**config.mk**
```make
export PLATFORM = sky130hd
export DESIGN_NAME = fifo_stream_drain
export DESIGN_NICKNAME = d
export VERILOG_FILES = /design/src/rtl/fifo_stream_drain.sv
export SDC_FILE = /design/constraint.sdc
export NUM_CORES = 1
export LEC_CHECK = 0
export CAP_MARGIN = 20
export CORE_MARGIN = 2
export CORE_UTILIZATION = 30
export CTS_BUF_LIST = sky130_fd_sc_hd__clkbuf_16
export DETAILED_ROUTE_END_ITERATION = 10
export GPL_TIMING_DRIVEN = 0
export PLACE_DENSITY_LB_ADDON = 0.08
export REMOVE_ABC_BUFFERS = 1
export SYNTH_ARGS = -nofsm -noshare
export SYNTH_HDL_FRONTEND = slang
export SYNTH_SLANG_ARGS = --single-unit
```
**constraint.sdc**
```tcl
create_clock -name clk_i -period 5.4 [get_ports clk_i]
set_clock_uncertainty 0.2 [all_clocks]
set_input_delay 1.35 -clock clk_i [delete_from_list [all_inputs] [get_ports clk_i]]
set_output_delay 1.35 -clock clk_i [all_outputs]
set_load 0.1 [all_outputs]
```
**src/rtl/fifo_stream_drain.sv**
```systemverilog
// Read-side drain engine: pops a synchronous FIFO into a 2-entry buffer and
// presents it as a valid/ready stream with fixed-length packet framing.
module fifo_stream_drain #(
  parameter int unsigned WIDTH   = 8,
  parameter int unsigned PKT_LEN = 4,
  parameter int unsigned CNT_W   = 8
) (
  input  logic             clk_i,
  input  logic             rst_ni,
  input  logic             enable_i,
  input  logic             fifo_empty_i,
  input  logic [WIDTH-1:0] fifo_rdata_i,
  input  logic             fifo_error_i,
  output logic             fifo_rd_en_o,
  output logic             m_valid_o,
  input  logic             m_ready_i,
  output logic [WIDTH-1:0] m_data_o,
  output logic             m_last_o,
  output logic [CNT_W-1:0] pkt_cnt_o,
  output logic             err_o,
  input  logic             clr_err_i
);

  logic [1:0]       buf_cnt, buf_cnt_d;
  logic             pend;
  logic [WIDTH-1:0] buf0, buf1, buf0_d, buf1_d;
  logic [CNT_W-1:0] beat_cnt;
  logic             hs;
  logic             is_last;
  logic [2:0]       occ;

  assign m_valid_o = (buf_cnt != 2'd0);
  assign m_data_o  = buf0;
  assign hs        = m_valid_o & m_ready_i;
  assign is_last   = (beat_cnt == CNT_W'(PKT_LEN - 1));
  assign m_last_o  = m_valid_o & is_last;

  // Occupancy after this cycle's handshake; hs implies buf_cnt >= 1, so no underflow.
  assign occ = {1'b0, buf_cnt} + {2'b00, pend} - {2'b00, hs};
  assign fifo_rd_en_o = rst_ni & enable_i & ~fifo_empty_i & (occ < 3'd2);

  always_comb begin
    buf0_d    = buf0;
    buf1_d    = buf1;
    buf_cnt_d = buf_cnt;
    case ({hs, pend})
      2'b11: begin
        // Pop head and append in one edge; with one entry the new word becomes head.
        if (buf_cnt == 2'd2) begin
          buf0_d = buf1;
          buf1_d = fifo_rdata_i;
        end else begin
          buf0_d = fifo_rdata_i;
        end
      end
      2'b10: begin
        buf0_d    = buf1;
        buf_cnt_d = buf_cnt - 2'd1;
      end
      2'b01: begin
        if (buf_cnt == 2'd0) buf0_d = fifo_rdata_i;
        else                 buf1_d = fifo_rdata_i;
        buf_cnt_d = buf_cnt + 2'd1;
      end
      default: ;
    endcase
  end

  always_ff @(posedge clk_i or negedge rst_ni) begin
    if (!rst_ni) begin
      buf_cnt <= '0;
      pend    <= 1'b0;
      buf0    <= '0;
      buf1    <= '0;
    end else begin
      buf_cnt <= buf_cnt_d;
      pend    <= fifo_rd_en_o;
      buf0    <= buf0_d;
      buf1    <= buf1_d;
    end
  end

  always_ff @(posedge clk_i or negedge rst_ni) begin
    if (!rst_ni) begin
      beat_cnt  <= '0;
      pkt_cnt_o <= '0;
    end else if (hs) begin
      if (is_last) begin
        beat_cnt  <= '0;
        pkt_cnt_o <= pkt_cnt_o + 1'b1;
      end else begin
        beat_cnt  <= beat_cnt + 1'b1;
      end
    end
  end

  always_ff @(posedge clk_i or negedge rst_ni) begin
    if (!rst_ni)           err_o <= 1'b0;
    else if (fifo_error_i) err_o <= 1'b1;
    else if (clr_err_i)    err_o <= 1'b0;
  end

endmodule

```
==> run_results.csv <==
group,metric,value,unit
worst_setup_path,crit_arrival,3.69,ns
pwr,clkPwrFrac,20.7,%
clock_tree,clk_path_buf_depth,2,
finish,nFillCells,573,
grt,antenna_found_initial,0,
timing,period_minus_slack,5.24,ns
worst_setup_path,critPathCaptureType,"output pin",
logic_synthesis,synth_adder_area_share,5.18,%
timing,worstMarginPinSlew,1.01,ns
logic_synthesis,yosysTopAreaCell,"dfrtp_1",
clock_tree,insertion_delay,0.27,ns
drt,drc,0,
drt,vias,1280,
logic_synthesis,syn_area_per_cell,11.9,um^2
logic_synthesis,yosysWarnings,0,
worst_setup_path,crit_chain,"clkdlybuf4s50_1 -> o21ai_4 -> inv_4 -> ha_4 -> nand2b_1 -> fa_1 -> nand4b_1 -> nor2_1 -> buf_6",
drt,drtIter0Drc,41,
pwr,p_int,841,uW
placed_design,gp_congestion,0.751,
clock_tree,numCtsBuffers,5,
timing,final-hold-violation-count,0,
logic_synthesis,synth_top_family_by_area,"compound AO/OA/AOI/OAI gates",
logic_synthesis,synth-seq-cells,36,
drt,dr.pass1.iters,4,
pwr,power_switching,737,uW
floorplan,ios,35,
clock_tree,h-tree-depth,2,
logic_synthesis,ys_types,38,
floorplan,fp-row-count,28,
logic_synthesis,postSynthCellCount,154,
finish,n_antenna_cell,0,
floorplan,fp.dieH,82.2,um
logic_synthesis,synth-xor-area-share,7.64,%
worst_setup_path,worstPathRequired,3.85,ns
finish,areaGrowthSynthToFinish,31.8,%
grt,grt.overflow.total,0,
grt,grt_pass1_vias,1352,
timing,slew_violations,0,
floorplan,die_area,6760,um^2
logic_synthesis,synth-edff-count,0,
worst_setup_path,crit_type,"input pin to output pin",
job,max_cap_violations,0,
logic_synthesis,syn-cell-area,1830,um^2
pwr,power_density,653,nW/um^2
grt,grt_usage,12.7,%
floorplan,core_area,5920,um^2
finish,fin_util,40.8,%
timing,setup_ws,0.163,ns
timing,final.period_utilization,97.0,%
worst_setup_path,slowest_stage,"clkdlybuf4s50_1",
timing,fmax,191,MHz
worst_setup_path,critical_path.max_stage_delay,0.51,ns
placed_design,port_buffers,34,
timing,rsz0062_at_grt,"false",
finish,final_nets,210,
placed_design,place_ws,-1.12,ns
pwr,pwr-share-comb,50.0,%
drt,ant_nets,0,
worst_hold_path,hp-class,"flip-flop to flip-flop",
floorplan,initial_core_util,31.0,%
clock_tree,cts.sinks,36,
logic_synthesis,synthTopCellsByCount,"dfrtp_1 (36), xor2_1 (11), mux2_2 (10)",
pwr,swShare,46.7,%
pwr,p_seq_share,29.3,%
finish,drive_gt1_share,16.4,%
pwr,p_leak,0.00108,uW
timing,slew_headroom,32.8,%
worst_setup_path,cp_max_fo,20,
worst_setup_path,path_delay_family,"buffers and inverters",
logic_synthesis,synth_compound_area_share,14.1,%
logic_synthesis,yosys.area_share.simple,11.3,%
clock_tree,root_buffer,"clkbuf_16",
timing,setup_viol,0,
logic_synthesis,ys_seq_area_share,49.1,%
drt,vias_per_cell,4.85,
logic_synthesis,ys_top_cells_by_area,"dfrtp_1 (49%), mux2_2 (6.1%), xor2_1 (5.3%)",
grt,grt_max_degree,38,
worst_setup_path,rrSetupSlack,2.55,ns
grt,grt_pass1_wl,6.40,mm
clock_tree,cts_setup_buffers,0,
drt,routedWlPerCell,14.6,um
pwr,ir_drop,429,uV
logic_synthesis,ys_async_sr_fraction,100,%
logic_synthesis,netlist.area_leader.share,49.1,%
status,outcome,"finished, final reports clean",
logic_synthesis,synth.most_common_cell,"dfrtp_1",
logic_synthesis,synthMuxAreaShare,9.96,%
placed_design,hpwl,2.59,mm
drt,wirelength,3.86,mm
floorplan,fp.dieW,82.2,um
worst_setup_path,path_buf_inv,3,
worst_setup_path,start_kind,"input pin",
logic_synthesis,synth-main-ff-cell,"dfrtp_1",
clock_tree,clk_pin_slew,0.06,ns
clock_tree,cts_tree,"done",
## routing by layer
layer | part of all wire (%) | GRT usage [%]
met1 | 46 | 16.3
met2 | 47 | 20.3
met3 | 5.1 | 3.48
met4 | 1.5 | 5.00
met5 | 0 | 0
## power groups by stage
stage	logic, uW	clock network, uW	registers (uW)
final	789	326	463
after global routing	848	349	482
after CTS	798	338	465
after detailed placement	782	0	469
after global placement	769	0	464
after floorplan	336	0	726
## layout by cell type (no fill, tap or decap), types with 2 or more instances in the layout
cell	Yosys	final
a21o_1	8	8
mux2_2	10	10
nor2_1	6	6
mux2i_1	7	7
clkdlybuf4s50_1	0	32
dfrtp_1	36	36
ha_1	6	5
a211oi_1	8	8
xor2_1	11	11
a21oi_1	2	2
xnor2_1	5	5
nand3_1	5	5
inv_1	4	4
clkbuf_16	0	5
and3_1	2	2
a221oi_1	7	7
o21ai_0	2	2
a31oi_1	2	2
nand4_1	2	2
nand2_1	7	7
## worst register-to-register path: stages (launching register included)
cell and delay (ns):
dfrtp_1 0.48, o21ai_4 0.41, ha_1 0.49, nor2_1 0.11
a211oi_2 0.63, mux2_2 0.41
## per-stage QoR
stage | instance area (um^2) | TNS [ns] | power, uW | hold slack, ns | std cells
global placement | 2240 | -1.09 | 1230 | 0.259 | 256
detailed placement | 2230 | -1.12 | 1250 | 0.257 | 256
global route | 2420 | 0 | 1680 | 0.280 | 264
CTS | 2410 | 0 | 1600 | 0.269 | 264
finish | 2420 | 0 | 1580 | 0.263 | 264
floorplan | 1800 | -0.329 | 1060 | 0.247 | 147
## layout make-up
class,instances,area [um^2],area share [%]
sequential,36,901,37.3
multi-input combinational,106,897,37.1
inverter,5,21.3,0.880
timing repair buffer,34,337,13.9
clock inverter,3,42.5,1.76
tap,75,93.8,3.88
clock buffer,5,125,5.18
## timing repair
item                       in CTS  in global routing
gates resized for setup         9                  1
hold buffers                    0                  0
setup endpoints to repair       1                  1
## kinds of logic after synthesis
| logic type | after synthesis |
|---|---|
| buffers and inverters | 12 |
| flip-flops | 36 |
| XOR/XNOR | 16 |
| AO/OA/AOI/OAI | 32 |
| AND/OR/NAND/NOR | 34 |
| adder cells (fa/ha/maj) | 7 |
| multiplexers | 17 |
## path summary, 6_finish.rpt
| kind | start | endpoint | cells after the start |
|---|---|---|---|
| max in group asynchronous | rst_ni | beat_cnt[7]$_DFFE_PN0P_ | 1 |
| min reg2reg | pkt_cnt_o[7]$_DFFE_PN0P_ | pkt_cnt_o[7]$_DFFE_PN0P_ | 1 |
| max | m_ready_i | fifo_rd_en_o | 9 |
| min | pkt_cnt_o[7]$_DFFE_PN0P_ | pkt_cnt_o[7]$_DFFE_PN0P_ | 1 |
| min in group asynchronous | rst_ni | m_data_o[6]$_DFFE_PN0P_ | 1 |
| max reg2reg | buf_cnt[1]$_DFFE_PN0N_ | buf1[3]$_DFFE_PN0P_ | 5 |
## flip-flops by register name, summed over array words and instances, names as in the netlist
register	count
buf_cnt	2
m_data_o	8
buf1	8
err_o	1
pend	1
pkt_cnt_o	8
beat_cnt	8
No activity file was read; power rests on OpenSTA's default activity.
